===== src/rtl/lab_pkg.sv =====
// Shared VGA datapath types: pixel field widths, sequencer states and the circle job record.
package lab_pkg;

  localparam int unsigned X_W      = 8;
  localparam int unsigned Y_W      = 7;
  localparam int unsigned COLOUR_W = 3;

  typedef enum logic [2:0] {
    SEQ_IDLE,
    SEQ_FILL,
    SEQ_FILL_REL,
    SEQ_LOAD,
    SEQ_CIRC,
    SEQ_CIRC_REL,
    SEQ_DONE
  } seq_state_t;

  typedef struct packed {
    logic [X_W-1:0]      centre_x;
    logic [Y_W-1:0]      centre_y;
    logic [X_W-1:0]      radius;
    logic [COLOUR_W-1:0] colour;
  } draw_job_t;

endpackage


===== src/rtl/draw_job_ram.sv =====
// Circle job table: synchronous write, combinational read, cleared asynchronously on reset.
module draw_job_ram
  import lab_pkg::*;
#(
  parameter int unsigned DEPTH = 4,
  parameter int unsigned AW    = $clog2(DEPTH)
) (
  input  logic          clk,
  input  logic          rst,
  input  logic          we,
  input  logic [AW-1:0] waddr,
  input  draw_job_t     wdata,
  input  logic [AW-1:0] raddr,
  output draw_job_t     rdata
);

  draw_job_t mem [DEPTH];

  always_ff @(posedge clk or posedge rst) begin
    if (rst) begin
      for (int unsigned i = 0; i < DEPTH; i++) mem[i] <= '0;
    end else if (we) begin
      mem[waddr] <= wdata;
    end
  end

  assign rdata = mem[raddr];

endmodule


===== src/rtl/draw_sequencer.sv =====
// Drawing controller: sequences an optional fillscreen pass and a list of circle jobs,
// owning the VGA adapter pixel port and the upstream start/done handshake.
module draw_sequencer
  import lab_pkg::*;
#(
  parameter int unsigned MAX_JOBS = 4,
  parameter int unsigned JW       = $clog2(MAX_JOBS)
) (
  input  logic                clk,
  input  logic                rst,
  input  logic                start,
  input  logic                fill_en,
  input  logic [JW:0]         num_jobs,
  input  logic                cfg_we,
  input  logic [JW-1:0]       cfg_addr,
  input  logic [X_W-1:0]      cfg_centre_x,
  input  logic [Y_W-1:0]      cfg_centre_y,
  input  logic [X_W-1:0]      cfg_radius,
  input  logic [COLOUR_W-1:0] cfg_colour,
  output logic                busy,
  output logic                done,
  output logic                fill_start,
  input  logic                fill_done,
  input  logic [X_W-1:0]      fill_x,
  input  logic [Y_W-1:0]      fill_y,
  input  logic [COLOUR_W-1:0] fill_colour,
  input  logic                fill_plot,
  output logic                circ_start,
  input  logic                circ_done,
  output logic [X_W-1:0]      circ_centre_x,
  output logic [Y_W-1:0]      circ_centre_y,
  output logic [X_W-1:0]      circ_radius,
  output logic [COLOUR_W-1:0] circ_colour,
  input  logic [X_W-1:0]      circ_x,
  input  logic [Y_W-1:0]      circ_y,
  input  logic [COLOUR_W-1:0] circ_vcolour,
  input  logic                circ_plot,
  output logic [X_W-1:0]      vga_x,
  output logic [Y_W-1:0]      vga_y,
  output logic [COLOUR_W-1:0] vga_colour,
  output logic                vga_plot
);

  localparam logic [JW:0] JOBS_MAX = (JW+1)'(MAX_JOBS);

  seq_state_t  state, state_nx;
  logic [JW:0] idx, idx_nx, jobs_q, jobs_clamped;
  logic        run_go, load_en, idx_inc;
  draw_job_t   job_wr, job_rd;

  assign jobs_clamped = (num_jobs > JOBS_MAX) ? JOBS_MAX : num_jobs;
  assign idx_nx       = idx + 1'b1;

  assign job_wr = '{centre_x: cfg_centre_x, centre_y: cfg_centre_y,
                    radius: cfg_radius, colour: cfg_colour};

  draw_job_ram #(
    .DEPTH(MAX_JOBS),
    .AW   (JW)
  ) u_job_ram (
    .clk  (clk),
    .rst  (rst),
    .we   (cfg_we && !busy),
    .waddr(cfg_addr),
    .wdata(job_wr),
    .raddr(idx[JW-1:0]),
    .rdata(job_rd)
  );

  always_ff @(posedge clk or posedge rst) begin
    if (rst) begin
      state  <= SEQ_IDLE;
      idx    <= '0;
      jobs_q <= '0;
    end else begin
      state <= state_nx;
      if (run_go) begin
        idx    <= '0;
        jobs_q <= jobs_clamped;
      end else if (idx_inc) begin
        idx <= idx_nx;
      end
    end
  end

  always_ff @(posedge clk or posedge rst) begin
    if (rst) begin
      circ_centre_x <= '0;
      circ_centre_y <= '0;
      circ_radius   <= '0;
      circ_colour   <= '0;
    end else if (load_en) begin
      circ_centre_x <= job_rd.centre_x;
      circ_centre_y <= job_rd.centre_y;
      circ_radius   <= job_rd.radius;
      circ_colour   <= job_rd.colour;
    end
  end

  // Handshake outputs decode straight from the state register, so reset drops them at once.
  always_comb begin
    state_nx   = state;
    run_go     = 1'b0;
    load_en    = 1'b0;
    idx_inc    = 1'b0;
    fill_start = 1'b0;
    circ_start = 1'b0;
    done       = 1'b0;
    busy       = 1'b1;
    case (state)
      SEQ_IDLE: begin
        busy = 1'b0;
        if (start) begin
          run_go = 1'b1;
          if (fill_en)                 state_nx = SEQ_FILL;
          else if (jobs_clamped != '0) state_nx = SEQ_LOAD;
          else                         state_nx = SEQ_DONE;
        end
      end
      SEQ_FILL: begin
        fill_start = 1'b1;
        if (fill_done) state_nx = SEQ_FILL_REL;
      end
      SEQ_FILL_REL: begin
        if (!fill_done) state_nx = (jobs_q != '0) ? SEQ_LOAD : SEQ_DONE;
      end
      SEQ_LOAD: begin
        load_en  = 1'b1;
        state_nx = SEQ_CIRC;
      end
      SEQ_CIRC: begin
        circ_start = 1'b1;
        if (circ_done) state_nx = SEQ_CIRC_REL;
      end
      SEQ_CIRC_REL: begin
        if (!circ_done) begin
          idx_inc  = 1'b1;
          state_nx = (idx_nx == jobs_q) ? SEQ_DONE : SEQ_LOAD;
        end
      end
      SEQ_DONE: begin
        busy = 1'b0;
        done = 1'b1;
        if (!start) state_nx = SEQ_IDLE;
      end
      default: state_nx = SEQ_IDLE;
    endcase
  end

  always_comb begin
    vga_x      = '0;
    vga_y      = '0;
    vga_colour = '0;
    vga_plot   = 1'b0;
    case (state)
      SEQ_FILL, SEQ_FILL_REL: begin
        vga_x      = fill_x;
        vga_y      = fill_y;
        vga_colour = fill_colour;
        vga_plot   = (state == SEQ_FILL) && fill_plot;
      end
      SEQ_LOAD, SEQ_CIRC, SEQ_CIRC_REL: begin
        vga_x      = circ_x;
        vga_y      = circ_y;
        vga_colour = circ_vcolour;
        vga_plot   = (state != SEQ_CIRC_REL) && circ_plot;
      end
      default: ;
    endcase
  end

endmodule


===== config.mk =====
export PLATFORM = sky130hd
export DESIGN_NAME = draw_sequencer
export DESIGN_NICKNAME = d
export VERILOG_FILES = /design/src/rtl/lab_pkg.sv /design/src/rtl/draw_job_ram.sv /design/src/rtl/draw_sequencer.sv
export SDC_FILE = /design/constraint.sdc
export NUM_CORES = 1
export LEC_CHECK = 0
export ABC_AREA = 1
export CAP_MARGIN = 20
export CORE_ASPECT_RATIO = 1.4
export CORE_UTILIZATION = 54
export CTS_BUF_LIST = sky130_fd_sc_hd__clkbuf_4 sky130_fd_sc_hd__clkbuf_8
export DETAILED_ROUTE_END_ITERATION = 8
export PLACE_DENSITY = 0.83
export SLEW_MARGIN = 0
export SYNTH_ARGS = -nofsm -noshare
export SYNTH_HDL_FRONTEND = slang
export SYNTH_SLANG_ARGS = --single-unit

===== constraint.sdc =====
create_clock -name clk -period 5.3 [get_ports clk]
set_input_delay 0.795 -clock clk [delete_from_list [all_inputs] [get_ports clk]]
set_output_delay 0.795 -clock clk [all_outputs]
set_load 0.01 [all_outputs]

==> metrics.md, run 1 <==
| Metric | Value |
|---|---|
| PortBufs | `124` |
| GR Layer Usage met2 | `42.1%` |
| Placed Instance Area | `7720 sq um` |
| GRT Residual Overflow | `0` |
| Final Hold Fails | `0` |
| Area leader, netlist | `dfrtp_1` |
| Post-Layout Cell Count | `1,056` |
| Final Instance Area | `8110 sq um` |
| Height of the die | `132 microns` |
| RSZ-0062 raised after global routing | `false` |
| Fin crit share | `60.3%` |
| Placed Cells | `1,025` |
| Worst EP arrival | `2400 ps` |
| Final setup margin | `2110 ps` |
| Clock skew | `7.30 ps` |
| Final HPWL DP | `9.01 mm` |
| Syn nets | `876` |
| Setup violations, final | `0` |
| Clock Latency Late Sink | `430 ps` |
| Top Ports | `125` |
| Leak | `3.79 nW` |
| DR vias | `5,621` |
| Clock Sinks | `139` |
| R2R cell count | `9` |
| Peak supply drop | `0.257 mV` |
| Top cells by area, synth | `dfrtp_1, nand2_1, o21ai_0` |
| Mapped cell area | `6490 sq um` |
| Initial antenna violation count | `0` |
| Yosys reg bits | `139` |
| Cts hold-fix bufs | `0` |
| R2R Setup Slk | `3150 ps` |
| Resized Gates After CTS | `0` |
| TritonCTS clock tree | `yes` |
| Worst min-delay path class | `flop to flop` |
| Ys Warns | `0` |
| Most frequent cells in the layout | `nand2_1, o21ai_0, dfrtp_1` |
| Iter 0 DRT Violations | `371` |
| Hold Path End | `u_job_ram.mem[70]$_DFFE_PP0P_` |
| Initial core utilization | `55.2%` |
| Maximum fanout along the worst path | `19` |
| CTS buffer count | `17` |
| Hold path cells | `2` |
| Mapped Avg Cell Area | `8.13 sq um` |
| Worst R2R Start | `idx[1]$_DFFE_PP0P_` |
| Core Region | `11,800 sq um` |
| Cell count after synthesis | `799` |
| Die area | `12,500 sq um` |
| Setup TNS | `0 ps` |
| Tot GR Track Use | `24.8%` |
| H-Tree Level Count | `4` |
| Vias in the first global route | `5,319` |
| Grt met1 use | `30.6%` |
| PD cells | `545 nW/um^2` |
| Startpoint Class | `flop` |
| Detailed-route DRC error count | `0` |
| CP required | `4510 ps` |
| Outcome | `complete, no violations` |
| M3 GR Usage | `5.94%` |
| ANT nets after route | `0` |
| Clock slew at reported path FFs | `70 ps` |
| Crit path time final | `3190 ps` |
| DRT Wirelength | `14.6 mm` |
| Fmax achieved | `0.313 GHz` |
| Rows | `47` |
| Postcts setup bufs | `0` |
| CTS max path bufs | `2` |
| Post-Place Setup Slack | `2520 ps` |
| Critical Path Source | `state[2]$_DFFE_PP0P_` |
| First drt pass iteration count | `5` |
| Synth-to-layout area growth | `24.9%` |
| R2R Path End | `state[0]$_DFFE_PP0P_` |
| Drt wl/cell | `13.8 microns` |
| Crit end category | `primary output` |
| CTS Root Cell | `clkbuf_8` |
| Tightest Pin Transition | `1110 ps` |
| Cell variety after synth | `25` |
| Final GP Congestion | `0.827` |
| Die Wd | `94.7 microns` |
| Leading cell type in the layout, fill and taps excluded | `nand2_1` |
| Largest net degree at the start of global routing | `109` |
| WS Path Type | `flop to primary output` |
| Final nets | `974` |
| GR peak layer | `met2` |
| Post-synth top area share | `53.6%` |
| Rel. slew slack | `26.3%` |
| Vias/cell | `5.32` |
| Maximum Capacitance Violations | `0` |
| Diodes inserted | `0` |
| Share of cells above drive strength 1 | `5.06%` |
| Max-slew violations | `0` |
| First-pass GRT wire length | `24.2 mm` |
| Hold Slack | `480 ps` |
| Hold path startpoint | `u_job_ram.mem[70]$_DFFE_PP0P_` |
| Sequential area share after synthesis | `53.6%` |
-- worst max-delay path by stage --
stage                              endpoint  slack [ps]
6_report                      vga_colour[2]        2110
5_1_grt                       vga_colour[2]        1900
4_1_cts                       vga_colour[2]        2070
3_5_place_dp                       vga_y[0]        2520
3_3_place_gp                       vga_y[0]        2510
2_1_floorplan  circ_centre_x[0]$_DFFE_PP0P_         780
-- cell families (layout without fill, tap and decap cells) --
logic type,after synthesis,after routing,synth area share [%]
compound gates,210,210,17.8
fa+ha+maj,1,1,0.193
buf+inv,128,238,8.11
flops,139,139,53.6
simple gates,321,321,20.3
-- through the flow --
stage	total power, W	utilization (%)
2_1_floorplan	0.00288	-
3_3_place_gp	0.00353	65.6
3_5_place_dp	0.00360	65.6
4_1_cts	0.00445	69.0
5_1_grt	0.00478	69.0
6_report	0.00442	69.0
-- final cells by class --
class                   count  area [sq um]
multi-input cells         532          2490
well taps                 147           184
repair buffers            127          1260
clock inverters            10           125
flip-flops and latches    139          3480
fillers                   978          3650
clock buffers              21           264
inverters                  80           305
-- metal layers --
| layer | routed length (microns) | up-vias |
|---|---|---|
| li1 | - | 2781 |
| met1 | 6200 | 2665 |
| met2 | 7230 | 160 |
| met3 | 941 | 15 |
| met4 | 205 | 0 |
| met5 | 0 | - |
-- where the power goes --
part	internal [W]	leakage, nW	switching (W)
registers	0.00156	1.70	0.000274
logic	0.000803	1.88	0.000938
clock network	0.000477	0.210	0.000363
total	0.00284	3.79	0.00158
-- flip-flops by register name, summed over array words and instances, names as in the netlist --
| register | flops |
|---|---|
| circ_centre_y | 7 |
| circ_colour | 3 |
| circ_centre_x | 8 |
| idx | 3 |
| jobs_q | 3 |
| circ_radius | 8 |
| u_job_ram.mem | 104 |
| state | 3 |
-- Yosys cell counts (all sizes together) --
cell type,n
a22o,1
a31oi,26
buf,18
clkbuf,30
clkinv,1
dfrtp,139
ha,1
inv,79
nand2,214
nand3,12
nand4,3
nor2,92
o211ai,26
o21a,1
o21ai,155
o22ai,1
-- critical path: stages (launching register included) --
cell,delay [ps]
dfrtp_1,440
inv_1,160
nand3_1,140
nand2_1,480
nand2_1,100
nand2_1,120
clkdlybuf4s50_1,540
(Power assumes the default switching activity.)
==> run 2, diff against run 1 <==
- clock period: 5.3 -> 3.3 ns (I/O delays scaled with it)
==> run 2 against run 1 <==
Count of clock-buffer cells in the layout grew 3. The flow now finishes with violations (design-rule violations). Sequential cell count unchanged. Core utilization increased by 0.66 points. Power is 63% higher. Worst hold slack lost 41 ps. Wire length rose by 3.3%. Critical path depth stayed put. Non-clock buffer count grew 3. Clock skew rose by 5.0 ps. Sequential share of layout area is 0.41 points lower. Largest power group unchanged. Worst setup slack worse by 1700 ps. Sequential power up 59%.
==> metrics.md, run 2 (synthesis results as in run 1) <==
| Metric | Value |
|---|---|
| Outcome | `finished with violations` |
| Failing checks | `design-rule violations` |
| PortBufs | `124` |
| Setup violations, final | `0` |
| Stages on the worst setup path | `6` |
| Peak supply drop | `0.480 mV` |
| Height of the die | `132 microns` |
| WS Path Type | `flop to primary output` |
| Cell breakdown of the critical path | `inv_1 -> nand3_1 -> nand2_1 -> o21ai_0 -> nand2_1 -> clkdlybuf4s50_1` |
| Regs by FF count | `u_job_ram.mem x104, circ_centre_x x8, circ_radius x8` |
| Vias in the first global route | `5,507` |
| PD cells | `881 nW/um^2` |
| Fillers | `939` |
| Final Power | `0.00721 W` |
| Drt wl/cell | `14.2 microns` |
| Share of cells above drive strength 1 | `5.48%` |
| CTS max path bufs | `2` |
| Core Region | `11,800 sq um` |
| Final nets | `977` |
| Initial core utilization | `55.2%` |
| Delay-heaviest family, CP | `buffers and inverters` |
| Clock Sinks | `139` |
| First drt pass iteration count | `8` |
| Final Instance Area | `8190 sq um` |
| Placed Instance Area | `7770 sq um` |
| First-pass GRT wire length | `25.2 mm` |
| Rel. slew slack | `37.3%` |
| Final setup margin | `443 ps` |
| Final GP Congestion | `0.893` |
| Critical Path End | `vga_x[0]` |
| GRT Residual Overflow | `0` |
| Most frequent cell on the critical path | `nand2_1` |
| Die area | `12,500 sq um` |
| R2R cell count | `9` |
| Crit path time final | `2860 ps` |
| TritonCTS clock tree | `yes` |
| Worst R2R Start | `idx[0]$_DFFE_PP0P_` |
| Register name with the most flops | `u_job_ram.mem` |
| RSZ-0062 raised after global routing | `false` |
| Vias/cell | `5.36` |
| Clock skew | `12.3 ps` |
| Worst EP arrival | `2360 ps` |
| Max-slew violations | `0` |
| Resized Gates After CTS | `0` |
| Rows | `47` |
| DRT Wirelength | `15.1 mm` |
| Final HPWL DP | `9.64 mm` |
| Max FFs per register | `104` |
| CTS Root Cell | `clkbuf_8` |
| Diodes inserted | `0` |
| Initial antenna violation count | `0` |
| Synth-to-layout area growth | `26.1%` |
| Startpoint Class | `flop` |
| Setup TNS | `0 ps` |
| Iter 0 DRT Violations | `371` |
| DR vias | `5,677` |
| Clock Latency Late Sink | `450 ps` |
| R2R Setup Slk | `1130 ps` |
| Leading cell type in the layout, fill and taps excluded | `nand2_1` |
| Die Wd | `94.7 microns` |
| Maximum fanout along the worst path | `20` |
| Tightest Pin Transition | `939 ps` |
| ANT nets after route | `0` |
| Cts hold-fix bufs | `0` |
| R2R Path End | `state[0]$_DFFE_PP0P_` |
| Worst stage delay on the critical path | `540 ps` |
| Fmax achieved | `0.350 GHz` |
| CTS buffer count | `17` |
| Postcts setup bufs | `0` |
| Crit end category | `primary output` |
| Largest net degree at the start of global routing | `63` |
| Top Ports | `125` |
| Critical Path Source | `state[2]$_DFFE_PP0P_` |
| Maximum Capacitance Violations | `0` |
| Worst min-delay path class | `input port to async pin` |
| CP Buf/Inv Count | `2` |
| Tot GR Track Use | `25.9%` |
| Clock slew at reported path FFs | `80 ps` |
| Critical-path top delay cell | `clkdlybuf4s50_1` |
| H-Tree Level Count | `4` |
| CP required | `2800 ps` |
| Post-Place Setup Slack | `886 ps` |
| Fin crit share | `86.6%` |
| Leak | `3.82 nW` |
| Most frequent cells in the layout | `nand2_1, o21ai_0, dfrtp_1` |
| Final Hold Fails | `0` |
| Detailed-route DRC error count | `2` |
==> run 2: final cells by class <==
class                   count  area, sq um  area share [%]
flip-flops and latches    139         3480            42.5
multi-input cells         532         2490            30.4
repair buffers            130         1310            16.0
clock buffers              24          305            3.73
inverters                  80          304            3.71
well taps                 147          184            2.25
clock inverters             8          115            1.41
==> run 2: worst register-to-register path: cells and delay by family (launching register included) <==
family                 cells  cell delay [ps]
DFF                        1              750
and+or+nand+nor            8              700
buffers and inverters      1              610
==> run 2: per-stage QoR <==
step	hold slack (ps)	utilization, %	std cells
after floorplan	448	-	799
after CTS	441	69.6	1060
final	439	69.6	1060
after global placement	459	66.0	1028
after global routing	499	69.6	1060
after detailed placement	468	66.0	1028
==> run 2: power by group <==
group / internal (W) / switching [W]
clock network: 0.000835 / 0.000610
registers: 0.00251 / 0.000428
logic: 0.00130 / 0.00154
==> run 2: how the worst min path moves through the flow <==
| stage | end | slack, ps | depth (start not counted) |
|---|---|---|---|
| CTS | u_job_ram.mem[36]$_DFFE_PP0P_ | 440 | 2 |
| global placement | u_job_ram.mem[68]$_DFFE_PP0P_ | 460 | 2 |
| detailed placement | u_job_ram.mem[64]$_DFFE_PP0P_ | 470 | 2 |
| floorplan | u_job_ram.mem[53]$_DFFE_PP0P_ | 450 | 2 |
| global route | u_job_ram.mem[2]$_DFFE_PP0P_ | 500 | 2 |
| finish | u_job_ram.mem[2]$_DFFE_PP0P_ | 440 | 2 |
==> run 2: per-layer routing <==
metal	vias to the layer above	global-route usage, %	wire length, microns
met5	-	0	0
met3	28	6.75	1090
met1	2681	29.7	5870
li1	2789	-	-
met4	0	9.85	310
met2	179	45.6	7790
==> run 3, diff against run 2 <==
- CTS_CLUSTER_DIAMETER: not set -> 60
==> results of run 3 <==
The final DEF is identical to that of run 2; final timing and power are the same.
